[src/rtl/cam_pkg.sv]
// cam_pkg: shared definitions for the camera capture slice.
//   cam_state_t  capture FSM states (SKIP, ARM, CAPTURE)
//   RGB565_*_W   RGB565 field widths
//   DEF_*_ACTIVE default resolution, shared with the display-side timing
//   CNT_W/SKIP_W counter widths
//   sat_inc      saturating increment for the 11-bit pixel/line counters
package cam_pkg;

  typedef enum logic [1:0] {
    SKIP    = 2'd0,
    ARM     = 2'd1,
    CAPTURE = 2'd2
  } cam_state_t;

  localparam int RGB565_R_W = 5;
  localparam int RGB565_G_W = 6;
  localparam int RGB565_B_W = 5;
  localparam int PIX_W      = RGB565_R_W + RGB565_G_W + RGB565_B_W;

  localparam int DEF_H_ACTIVE = 640;
  localparam int DEF_V_ACTIVE = 480;

  localparam int CNT_W  = 11;
  localparam int SKIP_W = 8;

  function automatic logic [CNT_W-1:0] sat_inc(input logic [CNT_W-1:0] v);
    return (&v) ? v : v + 1'b1;
  endfunction

endpackage

[src/rtl/cam_byte_packer.sv]
// cam_byte_packer: turns a byte stream into RGB565 words.
//   clk_cam  pixel clock
//   cam_rst  synchronous active-high reset
//   clear    drops any half word and zeroes the pixel count (line close / capture start)
//   byte_en  byte_in is a valid line byte this cycle
//   byte_in  sensor byte; the first byte of a pair is the high half of the word
//   wr_data  packed word {hi, lo}, held between strobes
//   wr_en    one-cycle strobe per completed word
//   pix_cnt  words completed on the current line (saturating)
//   phase    1 while a high byte is waiting for its partner
//
// Stream semantics: wr_en/wr_data form a valid-only stream with no ready;
// wr_data is meaningful only in the cycle wr_en is high and every strobe
// must be accepted by the consumer.
module cam_byte_packer
  import cam_pkg::*;
(
  input  logic             clk_cam,
  input  logic             cam_rst,
  input  logic             clear,
  input  logic             byte_en,
  input  logic [7:0]       byte_in,
  output logic [PIX_W-1:0] wr_data,
  output logic             wr_en,
  output logic [CNT_W-1:0] pix_cnt,
  output logic             phase
);

  logic [7:0] hi;

  always_ff @(posedge clk_cam) begin
    if (cam_rst) begin
      hi      <= '0;
      phase   <= 1'b0;
      pix_cnt <= '0;
      wr_data <= '0;
      wr_en   <= 1'b0;
    end else begin
      wr_en <= 1'b0;
      if (clear) begin
        phase   <= 1'b0;
        pix_cnt <= '0;
      end else if (byte_en) begin
        if (!phase) begin
          hi    <= byte_in;
          phase <= 1'b1;
        end else begin
          wr_data <= {hi, byte_in};
          wr_en   <= 1'b1;
          pix_cnt <= sat_inc(pix_cnt);
          phase   <= 1'b0;
        end
      end
    end
  end

endmodule

[src/rtl/cam_capture.sv]
// cam_capture: DVP capture engine feeding the SDR frame buffer writer.
//   clk_cam        pixel clock, all logic on the rising edge
//   cam_rst        synchronous active-high reset
//   cam_vsync      sensor frame sync, active level set by VSYNC_POL
//   cam_href       high while line bytes are valid
//   cam_data       sensor byte
//   wr_data/wr_en  RGB565 write stream (valid-only, no back-pressure)
//   sdr_addr_set   one-cycle pulse on every vsync assert: write address to frame base
//   cam_framesync  high while in CAPTURE
//   frame_done     one-cycle pulse when a captured frame ends
//   frame_err      sticky geometry error for the current/last frame
//   dbg_state      FSM state for observation
//
// Inputs are registered once (d1) and all decisions use d1; a second
// register (d2) provides edge detection. Pin to output latency is 2 edges.
module cam_capture
  import cam_pkg::*;
#(
  parameter int H_ACTIVE    = DEF_H_ACTIVE,
  parameter int V_ACTIVE    = DEF_V_ACTIVE,
  parameter int SKIP_FRAMES = 10,
  parameter int VSYNC_POL   = 1
)
(
  input  logic             clk_cam,
  input  logic             cam_rst,
  input  logic             cam_vsync,
  input  logic             cam_href,
  input  logic [7:0]       cam_data,
  output logic [PIX_W-1:0] wr_data,
  output logic             wr_en,
  output logic             sdr_addr_set,
  output logic             cam_framesync,
  output logic             frame_done,
  output logic             frame_err,
  output cam_state_t       dbg_state
);

  localparam logic [CNT_W-1:0]  H_CMP    = CNT_W'(H_ACTIVE);
  localparam logic [CNT_W-1:0]  V_CMP    = CNT_W'(V_ACTIVE);
  localparam logic [SKIP_W-1:0] SKIP_CMP = SKIP_W'(SKIP_FRAMES);
  localparam logic              VS_INV   = (VSYNC_POL == 0);

  // Input stage and edge detection
  logic       vs_d1, href_d1, vs_act_d2, href_d2;
  logic [7:0] data_d1;
  logic       vs_act, assert_edge, release_edge, href_fall;

  always_ff @(posedge clk_cam) begin
    if (cam_rst) begin
      // vs_d1 resets to the inactive level so a release-level pin after
      // reset is not mistaken for an assert edge.
      vs_d1     <= VS_INV;
      href_d1   <= 1'b0;
      data_d1   <= '0;
      vs_act_d2 <= 1'b0;
      href_d2   <= 1'b0;
    end else begin
      vs_d1     <= cam_vsync;
      href_d1   <= cam_href;
      data_d1   <= cam_data;
      vs_act_d2 <= vs_act;
      href_d2   <= href_d1;
    end
  end

  assign vs_act       = vs_d1 ^ VS_INV;
  assign assert_edge  = vs_act & ~vs_act_d2;
  assign release_edge = ~vs_act & vs_act_d2;
  assign href_fall    = href_d2 & ~href_d1;

  // FSM
  cam_state_t state, state_next;
  logic       capture_start, frame_end;

  always_ff @(posedge clk_cam) begin
    if (cam_rst) state <= SKIP;
    else         state <= state_next;
  end

  // skip_cnt counts assert edges. The first assert after reset opens the
  // first complete frame, so the frame counted by skip_cnt == SKIP_FRAMES
  // is complete at the following assert edge, which is where ARM begins.
  logic [SKIP_W-1:0] skip_cnt;

  always_comb begin
    state_next    = state;
    capture_start = 1'b0;
    frame_end     = 1'b0;
    case (state)
      SKIP: begin
        if ((skip_cnt == SKIP_CMP) && (assert_edge || (SKIP_CMP == '0)))
          state_next = ARM;
      end
      ARM: begin
        if (release_edge) begin
          state_next    = CAPTURE;
          capture_start = 1'b1;
        end
      end
      CAPTURE: begin
        if (assert_edge) begin
          state_next = ARM;
          frame_end  = 1'b1;
        end
      end
      default: state_next = SKIP;
    endcase
  end

  // Packer
  logic [CNT_W-1:0] pix_cnt;
  logic             phase;
  logic             line_close, byte_en;

  assign line_close = (state == CAPTURE) && href_fall;
  assign byte_en    = (state == CAPTURE) && href_d1 && !vs_act;

  cam_byte_packer u_packer (
    .clk_cam (clk_cam),
    .cam_rst (cam_rst),
    .clear   (capture_start | line_close),
    .byte_en (byte_en),
    .byte_in (data_d1),
    .wr_data (wr_data),
    .wr_en   (wr_en),
    .pix_cnt (pix_cnt),
    .phase   (phase)
  );

  // Frame geometry checks
  logic [CNT_W-1:0] line_cnt, line_cnt_upd;
  logic             line_err, count_err;

  // A line closing in the same cycle as the frame end is counted before
  // the line-count check.
  assign line_cnt_upd = line_close ? sat_inc(line_cnt) : line_cnt;
  assign line_err     = line_close && (phase || (pix_cnt != H_CMP));
  assign count_err    = frame_end && (line_cnt_upd != V_CMP);

  always_ff @(posedge clk_cam) begin
    if (cam_rst) begin
      skip_cnt     <= '0;
      line_cnt     <= '0;
      frame_err    <= 1'b0;
      frame_done   <= 1'b0;
      sdr_addr_set <= 1'b0;
    end else begin
      sdr_addr_set <= assert_edge;
      frame_done   <= frame_end;
      if ((state == SKIP) && assert_edge && (skip_cnt != SKIP_CMP))
        skip_cnt <= skip_cnt + 1'b1;
      if (capture_start) begin
        line_cnt  <= '0;
        frame_err <= 1'b0;
      end else begin
        line_cnt <= line_cnt_upd;
        if (line_err || count_err)
          frame_err <= 1'b1;
      end
    end
  end

  assign cam_framesync = (state == CAPTURE);
  assign dbg_state     = state;

endmodule

[config.mk]
export PLATFORM = sky130hd
export DESIGN_NAME = cam_capture
export DESIGN_NICKNAME = d
export VERILOG_FILES = /design/src/rtl/cam_pkg.sv /design/src/rtl/cam_byte_packer.sv /design/src/rtl/cam_capture.sv
export SDC_FILE = /design/constraint.sdc
export NUM_CORES = 1
export LEC_CHECK = 0
export ABC_AREA = 1
export CAP_MARGIN = 20
export CORE_ASPECT_RATIO = 2
export CORE_MARGIN = 5
export CORE_UTILIZATION = 55
export CTS_BUF_LIST = sky130_fd_sc_hd__clkbuf_2
export DETAILED_ROUTE_END_ITERATION = 12
export PLACE_DENSITY = 0.74
export SYNTH_ARGS = -nofsm -noshare
export SYNTH_HDL_FRONTEND = slang
export SYNTH_HIERARCHICAL = 1
export SYNTH_SLANG_ARGS = --single-unit
[constraint.sdc]
create_clock -name clk_cam -period 2.24 [get_ports clk_cam]
set_input_delay 0.672 -clock clk_cam [delete_from_list [all_inputs] [get_ports clk_cam]]
set_output_delay 0.672 -clock clk_cam [all_outputs]
set_load 0.1 [all_outputs]
**Word level (Yosys, flattened, before mapping)**

Cells that the tools add are included.

- $add $sub $neg: 3
- Eq/ne operators: 9
- Muxes and demuxes: 12
- Bitwise operators: 11
- Reductions and logical operators: 21

Operator list:

| kind | count |
|---|---|
| $add 11x1->11 const B | 2 |
| $mux 11 | 2 |
| $reduce_and 11->1 | 2 |
| $reduce_and 3->1 | 4 |
| $ne 11x10->1 const B | 1 |
| $ne 11x9->1 const B | 1 |
| $add 8x1->8 const B | 1 |
| $eq 8x4->1 const B | 1 |
| $logic_and 1x1->1 | 8 |
| $ne 8x4->1 const B | 1 |
| $not 1->1 | 7 |
| $mux 1 | 6 |
| $mux 2 | 3 |
| $pmux 2 s3 | 1 |
| $ne 2x2->1 const B | 2 |
| $reduce_or 2->1 | 2 |
| $and 1x1->1 | 3 |
| $reduce_or 3->1 | 1 |
| $eq 2x1->1 const B | 1 |
| $eq 2x2->1 const B | 1 |
| $logic_not 2->1 | 1 |
| $logic_or 1x1->1 | 2 |
| $ne 2x1->1 const B | 1 |
| $logic_not 1->1 | 1 |
| $or 1x1->1 | 1 |

- Register bits after elaboration: 73
- Output and inout bits: 23
- Logic and storage cells: 72

**Longest topological paths before layout**

Gate-level depths: netlist of the first run.

- Depth in word-level cells: 7
- Gate-level depth with buffers: 13

**Cells and area by module**

Netlist of the first run, hierarchy kept.

Modules (own cells, without submodules):

| module | times used | cells each | area an instance (um2) | sequential area each (um2) |
|---|---|---|---|---|
| cam_capture | 1 | 253 | 1746.7 | 720.7 |
| cam_byte_packer | 1 | 210 | 1540.2 | 740.7 |

**Worst setup path before layout of the first run**

No wires, ideal clock.

- Path type: register -> register
- Start: reg state[1], in the netlist dbg_state[1]
- End: reg u_packer.hi[0]
- Library setup time: 132 ps
- Arrival time: 2595 ps
- Data required time: 2108 ps
- Setup slack: -487 ps
- Stages on the path, launching flop included: 10
- Buffers on the path: 0
- Clock period less this slack: 2727 ps
- Cells stage by stage: dfxtp_1 -> inv_2 -> nor2_4 -> nand2_2 -> nand2_1 -> nor2_1 -> nand2_1 -> inv_1 -> nand2_1 -> a21oi_1

- Longest elaborated chain between the ends: 5
- Elaborated cells between the ends (all ways): 9

Ends and longest elaborated chain:

| item | line | source |
|---|---|---|
| start: declaration | cam_capture.sv:73 | `cam_state_t state, state_next;` |
| start signal: assignment | cam_capture.sv:78 | `else state <= state_next;` |
| $eq 2x2->1 * | - |  |
| net cam_framesync | cam_capture.sv:33 | `output logic cam_framesync,` |
| $logic_and 1x1->1 | cam_capture.sv:116 | `assign line_close = (state == CAPTURE) && href_fall;` |
| $or 1x1->1 | cam_capture.sv:122 | `.clear (capture_start \| line_close),` |
| $not 1->1 (no line) | - |  |
| $reduce_and 3->1 (no line) * | - |  |
| end signal: assignment | cam_byte_packer.sv:45 | `hi <= byte_in;` |
| end: declaration | cam_byte_packer.sv:29 | `logic [7:0] hi;` |

The timed path passes the listed nets; every way through them passes the cells marked *.
A chain may end at the register's enable or synchronous reset.

**Worst setup path in the final report of the first run**

- Start: reg state[1], in the netlist dbg_state[1]
- End: out cam_framesync

- Longest elaborated chain between the ends: 1

Ends and longest elaborated chain:

| item | line | source |
|---|---|---|
| $eq 2x2->1 | cam_capture.sv:164 | `assign cam_framesync = (state == CAPTURE);` |
| end: declaration | cam_capture.sv:33 |  |

Every way passes these cells.

==> results.toml, run 1 <==
[critical_path]
required_ps = 1570
cp_max_fo = 5
crit_slowest_cell = "dfxtp_4"
crit_buf_inv = 2
crit_chain = "inv_2 -> nor2_4 -> buf_12"
cp_top_family = "flip-flops"
arrival_ps = 1340
end_kind = "output pin"
start_kind = "flip-flop"
crit_type = "flip-flop to output pin"
max_stage_delay_ps = 420

[sta]
setup_violations = 0
fin_ws_ps = 227
max_freq_mhz = 497
tns_ps = 0
hold_ws_ps = 467
rsz0062_at_grt = "false"
fin_crit_ps = 2010
drv_slew = 0
hold_violations = 0
period_share_pct = 89.9
max_slew_margin_pct = 70.9
tightest_slew_ps = 434
skew_ps = 14.0

[clock_network]
clk_pin_slew_ps = 200
postCtsSetupBuffers = 0
clock_path_buffers = 2
cts-root-buf = "clkbuf_2"
clock_latency_ps = 510
cts_buffers = 9
htreeDepth = 3
cts-resized-gates = 0
cts_hold_buf = 0
cts_sinks = 73
cts_tree = "built"

[floorplan]
die_area_um2 = 7720
row_count = 40
start_util_pct = 55.7
die_w_um = 64.7
io_pins = 35
core_area_um2 = 5910
fp.dieH_um = 119

[logic_synthesis]
synth_area_um2 = 3290
ys_warn_count = 6
synth_flop_cell = "dfxtp_1"
yosysTopAreaCell = "dfxtp_1"
synth_commonest_cells = "nand2_1, dfxtp_1, inv_1"
synth_cell_types = 28
synth_edf_count = 0
synthCells = 463
synth_area_leaders = "dfxtp_1, nand2_1, inv_1, a21oi_1, nor2_1"
synthArstFlopShare_pct = 0
ys_seq_area_share_pct = 44.5
ys_ff_latch = 73
syn_avg_cell_area_um2 = 7.10
synth_nets = 479
synth.most_common_cell = "nand2_1"
synth_top_area_share_pct = 44.5

[detailed_routing]
drcViolationCount = 0
viasPerCell = 4.96
drt_iter0_markers = 161
firstDrtPassIters = 4
vias = 2830
final_antenna_net_count = 0
drt-total-wl_mm = 6.41
avgRoutedWirePerCell_um = 11.2

[global_route]
grt_pass1_wl_mm = 11.2
grt_max_degree = 23
busiest_layer = "met2"
grt_usage_pct = 18.5
grtUsageMet1_pct = 23.7
met3_usage_pct = 4.15
use_met2_pct = 28.0
grt_pass1_vias = 2547
antenna_found_initial = 1
grt_overflow = 0

[min_path]
hp-class = "flip-flop to flip-flop"

[power_and_ir_drop]
vdd_drop_max_mv = 0.364
power_leakage_nw = 1.55
power.density_nw_per_um2 = 532

[outcome]
status = "completed"

[place]
place_congestion = 0.821
port_buffers = 34
dp_hpwl_mm = 4.77
pre_cts_ws_ps = 265

[flow_run]
maxCapViolations = 0

[finish]
area_growth_pct = 13.8
num-nets-final = 519
drive_gt1_share_pct = 15.2
fill_cells = 584
[flip-flops by register name (all words and copies together), names as in the netlist]
name / flops
u_packer/phase: 1
vs_act: 1
u_packer/wr_en: 1
dbg_state: 2
data_d1: 8
sdr_addr_set: 1
vs_act_d2: 1
frame_err: 1
u_packer/pix_cnt: 11
href_d2: 1
u_packer/hi: 8
skip_cnt: 8
href_d1: 1
line_cnt: 11
frame_done: 1
u_packer/wr_data: 16
[cell families (layout without fill, tap and decap cells)]
group,after synthesis,after routing,share of synthesized area [%]
XOR/XNOR,4,4,1.07
adder cells (fa/ha/maj),4,4,1.52
buffers and inverters,75,119,9.10
AND/OR/NAND/NOR,253,253,35.3
other,0,1,0
AO/OA/AOI/OAI,54,54,8.56
flip-flops,73,73,44.5
[path summary, 6_finish.rpt]
kind,slack (ps),cells after the start,endpoint,start
setup / recovery,230,3,cam_framesync,dbg_state[1]
hold / removal,470,2,u_packer/hi[6],data_d1[6]
setup reg to reg,390,10,u_packer/pix_cnt[8],dbg_state[0]
hold reg to reg,470,2,u_packer/hi[6],data_d1[6]
[final cells by class]
type                            count  area (um^2)  share of cell area (%)
Timing Repair Buffer               38          338                    9.03
Sequential cell                    73         1470                    39.2
Clock buffer                        9         45.0                    1.20
Antenna cell                        1         2.50                  0.0669
Tap cell                           63         78.8                    2.11
Multi-Input combinational cell    315         1530                    40.8
Clock inverter                      6         36.3                   0.970
Inverter                           66          248                    6.62
[routing by layer]
layer  part of all wire, %  vias up
met4                   1.9        0
li1                      -     1534
met2                    46       61
met3                   5.3       10
met1                    47     1225
met5                     0        -
[power by group]
part,switching [W],internal (W),total [W]
Sequential,0.00000871,0.00131,0.00132
Combinational,0.0000487,0.0000314,0.0000801
Clock,0.000454,0.000134,0.000588
[per-stage QoR]
step	utilization [%]	instance area [um^2]	std cells	total power (W)
final	63.3	3740	571	0.00199
after global routing	63.3	3740	571	0.00209
after detailed placement	61.9	3660	555	0.00143
after global placement	61.9	3660	555	0.00143
after floorplan	-	3290	463	0.00140
after CTS	63.3	3740	570	0.00202
[cell usage in the layout, fill, tap and decap left out]
cell,netlist,final
dfxtp_2,0,1
clkdlybuf4s50_1,0,11
o21ai_2,1,1
nand3_1,29,29
nor4_1,5,5
nand3_4,2,2
nor2_1,54,54
clkinv_4,0,1
clkbuf_2,0,9
inv_2,5,5
nand3b_1,2,2
xor2_1,3,3
diode_2,0,1
xnor2_1,1,1
ha_1,4,4
o21ai_1,2,2
nand2_2,10,10
clkinvlp_4,0,1
nor2_4,7,7
a21oi_1,42,42
a311oi_1,1,1
buf_12,0,2
inv_1,61,61
nor3_1,7,7
dfxtp_4,0,1
o21ai_0,7,7
buf_4,0,25
nand2_1,123,123
a21oi_2,1,1
clkinv_2,0,4
nand4_1,7,7
dfxtp_1,73,71
nand2_4,1,1
nor2_2,6,6
[worst reg2reg max path: cells and delay by family, from the launching register on]
| kind | cells | cell delay (ps) |
|---|---|---|
| and+or+nand+nor | 6 | 820 |
| DFF | 1 | 420 |
| buffers and inverters | 3 | 400 |
| AOI/OAI and AO/OA | 1 | 120 |
Power figures use the tool's default switching activity.
==> run 2, diff against run 1 <==
--- a/config.mk
+++ b/config.mk
@@ -12,6 +12,7 @@
 export CORE_UTILIZATION = 55
 export CTS_BUF_LIST = sky130_fd_sc_hd__clkbuf_2
 export DETAILED_ROUTE_END_ITERATION = 12
+export HOLD_SLACK_MARGIN = 0.08
 export PLACE_DENSITY = 0.74
 export SYNTH_ARGS = -nofsm -noshare
 export SYNTH_HDL_FRONTEND = slang
==> results of run 2 <==
Same layout as run 1: the final DEF is identical, and so are final timing and power.
==> run 3, diff against run 2 <==
--- a/config.mk
+++ b/config.mk
@@ -6,6 +6,7 @@
 export NUM_CORES = 1
 export LEC_CHECK = 0
 export ABC_AREA = 1
+export ABC_CLOCK_PERIOD_IN_PS = 2240
 export CAP_MARGIN = 20
 export CORE_ASPECT_RATIO = 2
 export CORE_MARGIN = 5
==> results of run 3 <==
Same layout as run 1: the final DEF is identical, and so are final timing and power.
